<file path="src/rtl/trng_uart_rx.sv">
// 8N1 UART receiver with a single-entry holding register and RTS flow control.
// Bits are sampled mid-bit, timed from the synchronized falling edge of the start bit.
module trng_uart_rx #(
    parameter int unsigned CLK_PER_BIT = 833
) (
    input  logic       i_clk,
    input  logic       i_reset_n,
    input  logic       i_serial_data,
    output logic       o_serial_rts_n,
    output logic [7:0] o_data,
    output logic       o_valid,
    input  logic       i_ready,
    output logic       o_frame_err,
    output logic       o_overrun
);

    localparam logic [15:0] BIT_LAST  = 16'(CLK_PER_BIT - 1);
    localparam logic [15:0] HALF_LAST = 16'((CLK_PER_BIT / 2) - 1);

    typedef enum logic [2:0] {
        IDLE      = 3'd0,
        START     = 3'd1,
        DATA      = 3'd2,
        STOP      = 3'd3,
        WAIT_IDLE = 3'd4
    } state_t;

    state_t      state_q, state_d;
    logic        sync1_q, sync2_q;
    logic [15:0] cnt_q, cnt_d;
    logic [2:0]  bit_q, bit_d;
    logic [7:0]  shift_q, shift_d;
    logic [7:0]  data_q, data_d;
    logic        valid_q, valid_d;
    logic        ferr_q, ferr_d;
    logic        ovr_q, ovr_d;
    logic        stop_good_s;
    logic        rx_s;

    assign rx_s = sync2_q;

    // Two-flop synchronizer for the asynchronous serial line (idles high).
    always_ff @(posedge i_clk or negedge i_reset_n) begin
        if (!i_reset_n) begin
            sync1_q <= 1'b1;
            sync2_q <= 1'b1;
        end else begin
            sync1_q <= i_serial_data;
            sync2_q <= sync1_q;
        end
    end

    // Frame FSM, bit timing and holding-register next-state logic.
    always_comb begin
        state_d     = state_q;
        cnt_d       = cnt_q;
        bit_d       = bit_q;
        shift_d     = shift_q;
        data_d      = data_q;
        valid_d     = valid_q & ~i_ready;
        ferr_d      = 1'b0;
        ovr_d       = 1'b0;
        stop_good_s = 1'b0;

        case (state_q)
            IDLE: begin
                if (!rx_s) begin
                    state_d = START;
                    cnt_d   = HALF_LAST;
                    bit_d   = 3'd0;
                end else begin
                    cnt_d   = 16'd0;
                end
            end
            START: begin
                if (cnt_q == 16'd0) begin
                    cnt_d = BIT_LAST;
                    if (rx_s) begin
                        state_d = IDLE;
                    end else begin
                        state_d = DATA;
                    end
                end else begin
                    cnt_d = cnt_q - 16'd1;
                end
            end
            DATA: begin
                if (cnt_q == 16'd0) begin
                    shift_d[bit_q] = rx_s;
                    cnt_d          = BIT_LAST;
                    if (bit_q == 3'd7) begin
                        state_d = STOP;
                    end else begin
                        bit_d = bit_q + 3'd1;
                    end
                end else begin
                    cnt_d = cnt_q - 16'd1;
                end
            end
            STOP: begin
                if (cnt_q == 16'd0) begin
                    cnt_d = 16'd0;
                    if (rx_s) begin
                        state_d     = IDLE;
                        stop_good_s = 1'b1;
                    end else begin
                        state_d = WAIT_IDLE;
                        ferr_d  = 1'b1;
                    end
                end else begin
                    cnt_d = cnt_q - 16'd1;
                end
            end
            WAIT_IDLE: begin
                // A held-low line reports one framing error, not one per frame time.
                if (rx_s) begin
                    state_d = IDLE;
                end else begin
                    state_d = WAIT_IDLE;
                end
            end
            default: begin
                state_d = IDLE;
                cnt_d   = 16'd0;
            end
        endcase

        // A slot frees up either when empty or when it is being accepted this cycle.
        if (stop_good_s) begin
            if (!valid_q || i_ready) begin
                data_d  = shift_q;
                valid_d = 1'b1;
            end else begin
                ovr_d = 1'b1;
            end
        end else begin
            ovr_d = 1'b0;
        end
    end

    // State, counters, holding register and status pulses.
    always_ff @(posedge i_clk or negedge i_reset_n) begin
        if (!i_reset_n) begin
            state_q <= IDLE;
            cnt_q   <= 16'd0;
            bit_q   <= 3'd0;
            shift_q <= 8'h00;
            data_q  <= 8'h00;
            valid_q <= 1'b0;
            ferr_q  <= 1'b0;
            ovr_q   <= 1'b0;
        end else begin
            state_q <= state_d;
            cnt_q   <= cnt_d;
            bit_q   <= bit_d;
            shift_q <= shift_d;
            data_q  <= data_d;
            valid_q <= valid_d;
            ferr_q  <= ferr_d;
            ovr_q   <= ovr_d;
        end
    end

    assign o_data         = data_q;
    assign o_valid        = valid_q;
    assign o_serial_rts_n = valid_q;
    assign o_frame_err    = ferr_q;
    assign o_overrun      = ovr_q;

endmodule

</file>
<file path="config.mk">
export PLATFORM = sky130hd
export DESIGN_NAME = trng_uart_rx
export DESIGN_NICKNAME = d
export VERILOG_FILES = /design/src/rtl/trng_uart_rx.sv
export SDC_FILE = /design/constraint.sdc
export NUM_CORES = 1
export LEC_CHECK = 0
export ABC_AREA = 1
export CAP_MARGIN = 20
export CELL_PAD_IN_SITES_DETAIL_PLACEMENT = 1
export CELL_PAD_IN_SITES_GLOBAL_PLACEMENT = 1
export CORE_UTILIZATION = 39
export DETAILED_ROUTE_END_ITERATION = 8
export MAX_ROUTING_LAYER = met4
export PLACE_DENSITY_LB_ADDON = 0.15
export SYNTH_ARGS = -nofsm -noshare
export SYNTH_HDL_FRONTEND = slang
export SYNTH_SLANG_ARGS = --single-unit
</file>
<file path="constraint.sdc">
create_clock -name i_clk -period 1.2 [get_ports i_clk]
set_input_delay 0.3 -clock i_clk [delete_from_list [all_inputs] [get_ports i_clk]]
set_output_delay 0.3 -clock i_clk [all_outputs]
set_load 0.02 [all_outputs]
</file>
==> impl_metrics.env <==
export IMPL_avgSynthCellArea_um2=7.85
export IMPL_area_growth_pct=47.5
export IMPL_dr_total_vias=2320
export IMPL_path_buf_inv=1
export IMPL_hpwl_mm=4.93
export IMPL_root_buffer="clkbuf_8"
export IMPL_clk_pin_slew_worst_paths_ps=90
export IMPL_crit_chain="inv_2 > ha_4 > nand3_1 > nor2_2 > and2_4 > nand2_2 > nand2_1 > o21ai_1"
export IMPL_synth_area_leaders="dfrtp_1 (44%), nand2_1 (19%), nor2_1 (4.6%)"
export IMPL_grt_start_max_net_pins=32
export IMPL_relSlewSlack_pct=77.2
export IMPL_maxSlewViolCount=0
export IMPL_synth_largest_area_cell="dfrtp_1"
export IMPL_hold_path_startpoint="sync1_q"
export IMPL_highest_layer="met4"
export IMPL_tightest_slew_ps=341
export IMPL_multi_input_area_um2=1500
export IMPL_cp_top_family="simple AND/OR/NAND/NOR gates"
export IMPL_power_density_nw_per_um2=707
export IMPL_crit_required_ps=1390
export IMPL_hp_class="flip-flop to flip-flop"
export IMPL_cp_data_arrival_time_ps=1720
export IMPL_status="complete, but fails checks"
export IMPL_drive_gt1_share_pct=49.2
export IMPL_wl_met2_mm=3.81
export IMPL_die_area_um2=6350
export IMPL_ios=16
export IMPL_syn_inst=300
export IMPL_period_minus_slack_ps=1530
export IMPL_grt_pass1_vias=2455
export IMPL_antenna_found_initial=0
export IMPL_finalInstanceArea_um2=3470
export IMPL_slowest_delay_ps=400
export IMPL_post_place_ws_ps=-336
export IMPL_synth_top_area_share_pct=43.6
export IMPL_ys_seq_elements=43
export IMPL_crit_type="flip-flop to flip-flop"
export IMPL_fin_nets=393
export IMPL_clk_latency_ps=310
export IMPL_rr_startpoint="cnt_q[1]"
export IMPL_cellLeakagePower_nw=1.72
export IMPL_seq_area_frac_synth_pct=45.8
export IMPL_place_area_um2=3090
export IMPL_drc_errors=0
export IMPL_max_freq_ghz=0.655
export IMPL_fill_cells=681
export IMPL_grt_first_pass_wirelength_mm=11.9
export IMPL_grt_ovfl_total=0
export IMPL_worstPathMaxFanout=5
export IMPL_final_cell_mix="nand2_1 (81), buf_4 (58), dfrtp_1 (38), nand2_2 (34), inv_1 (17)"
export IMPL_die_h_um=79.7
export IMPL_synth_fp_nets=308
export IMPL_portBuffers=15
export IMPL_drtIter0Drc=106
export IMPL_violations="setup timing"
export IMPL_vdd_drop_max_v=0.000426
export IMPL_route_met3_wl_um=275
export IMPL_setup_slack_ps=-326
export IMPL_coreArea_um2=5680
export IMPL_utilization_pct=61.2
export IMPL_p_total_mw=2.45
export IMPL_rows=27
export IMPL_regArea_um2=1080
export IMPL_cts_num_sinks=43
export IMPL_layout_commonest_cell="nand2_1"
export IMPL_track_usage_pct=25.3
export IMPL_setup_tns_ps=-10770
export IMPL_drt_total_wl_mm=7.31
export IMPL_cp_slowest_cell="dfrtp_1"
export IMPL_hold_viol=0
export IMPL_crit_path_end_kind="flip-flop"
export IMPL_wl_per_cell_um=16.0
export IMPL_worstSetupStartpoint="cnt_q[1]"
export IMPL_drt_pre_antenna_iters=4
export IMPL_cap_violations=0
export IMPL_clock_skew_ps=13.2
export IMPL_ant_nets=0
export IMPL_start_util_pct=41.5
export IMPL_met1_length_mm=3.11
export IMPL_setup_viol=41
export IMPL_grt_setup_unrepaired="true"
export IMPL_yosysWarningCount=0
export IMPL_gp_congestion=0.850
export IMPL_cts_tree="done"
export IMPL_post_route_period_util_pct=127
export IMPL_clockBufferDepth=2
export IMPL_vias_per_cell=5.07
export IMPL_h_tree_depth=2
export IMPL_cts_buffers=5
export IMPL_diodes=0
export IMPL_crit_path_start_kind="flip-flop"
export IMPL_yosysUniqueCellTypes=32
export IMPL_die_w_um=79.7
export IMPL_syn_area_um2=2350
final timing paths:
kind	to	slack (ps)	cells after the start
worst max-delay path	shift_q[0]	-330	8
worst min-delay path	rx_s	370	0
worst min register to register	rx_s	370	0
max in group asynchronous	shift_q[7]	300	3
worst max register to register	shift_q[0]	-330	8
min in group asynchronous	cnt_q[0]	410	2
Yosys cell counts, drive strengths merged:
master  instances
nand2         122
nor2           43
dfrtp          41
inv            27
nand3          21
o21ai          15
ha              4
nand4           4
o22ai           4
xor2            4
o21bai          3
buf             2
dfstp           2
xnor2           2
a21oi           1
and2            1
clkinv          1
nand3b          1
nor3            1
or2             1
power breakdown:
group	internal, mW	total, mW	switching [mW]	leakage [nW]
Combinational	0.0206	0.0606	0.0401	1.13
Clock	0.405	0.938	0.533	0.0402
Sequential	1.45	1.46	0.00167	0.551
cell families (layout without fill, tap and decap cells):
kind of cell / after synthesis / after routing / share of synthesized area, %
simple gates: 194 / 195 / 39.2
flops: 43 / 43 / 45.8
buf+inv: 30 / 115 / 5.00
compound gates: 23 / 23 / 5.58
xor+xnor: 6 / 6 / 2.23
fa+ha+maj: 4 / 4 / 2.13
per-stage QoR:
| stage | hold WS [ps] | cells |
|---|---|---|
| after floorplan | 4.41 | 300 |
| after global placement | 213 | 441 |
| after detailed placement | 220 | 441 |
| after CTS | 369 | 453 |
| after global routing | 373 | 458 |
| final | 370 | 458 |
repair_timing:
item,in CTS,in global routing
endpoints found under the setup margin,53,41
gates resized for setup,92,36
hold endpoints to repair,10,0
gates cloned,1,0
pin swaps,7,12
setup buffers,2,5
hold buffers,1,0
state kept, by name (all words and copies together), names as in the netlist, 3 cells and up:
| register | flops |
|---|---|
| state_q | 3 |
| bit_q | 3 |
| o_data | 8 |
| shift_q | 8 |
| cnt_q | 16 |
worst register-to-register path, cell delays in order (launching register included):
cell     delay, ps
dfrtp_1        400
inv_2          120
ha_4           170
nand3_1        120
nor2_2         180
and2_4         220
nand2_2         70
nand2_1         70
o21ai_1         60
final cells by class:
| cell class | instances | share of cell area [%] |
|---|---|---|
| timing repair buffer | 79 | 17.2 |
| inverter | 28 | 3.39 |
| multi-input combinational | 228 | 43.1 |
| clock buffer | 5 | 1.98 |
| sequential | 43 | 31.2 |
| clock inverter | 3 | 0.577 |
| tap | 72 | 2.60 |
layer usage:
metal,GRT usage (%),up-vias
met4,6.55,0
met5,-,-
met3,3.43,10
li1,-,1116
met2,44.1,57
met1,30.7,1137
(Power assumes the default switching activity.)
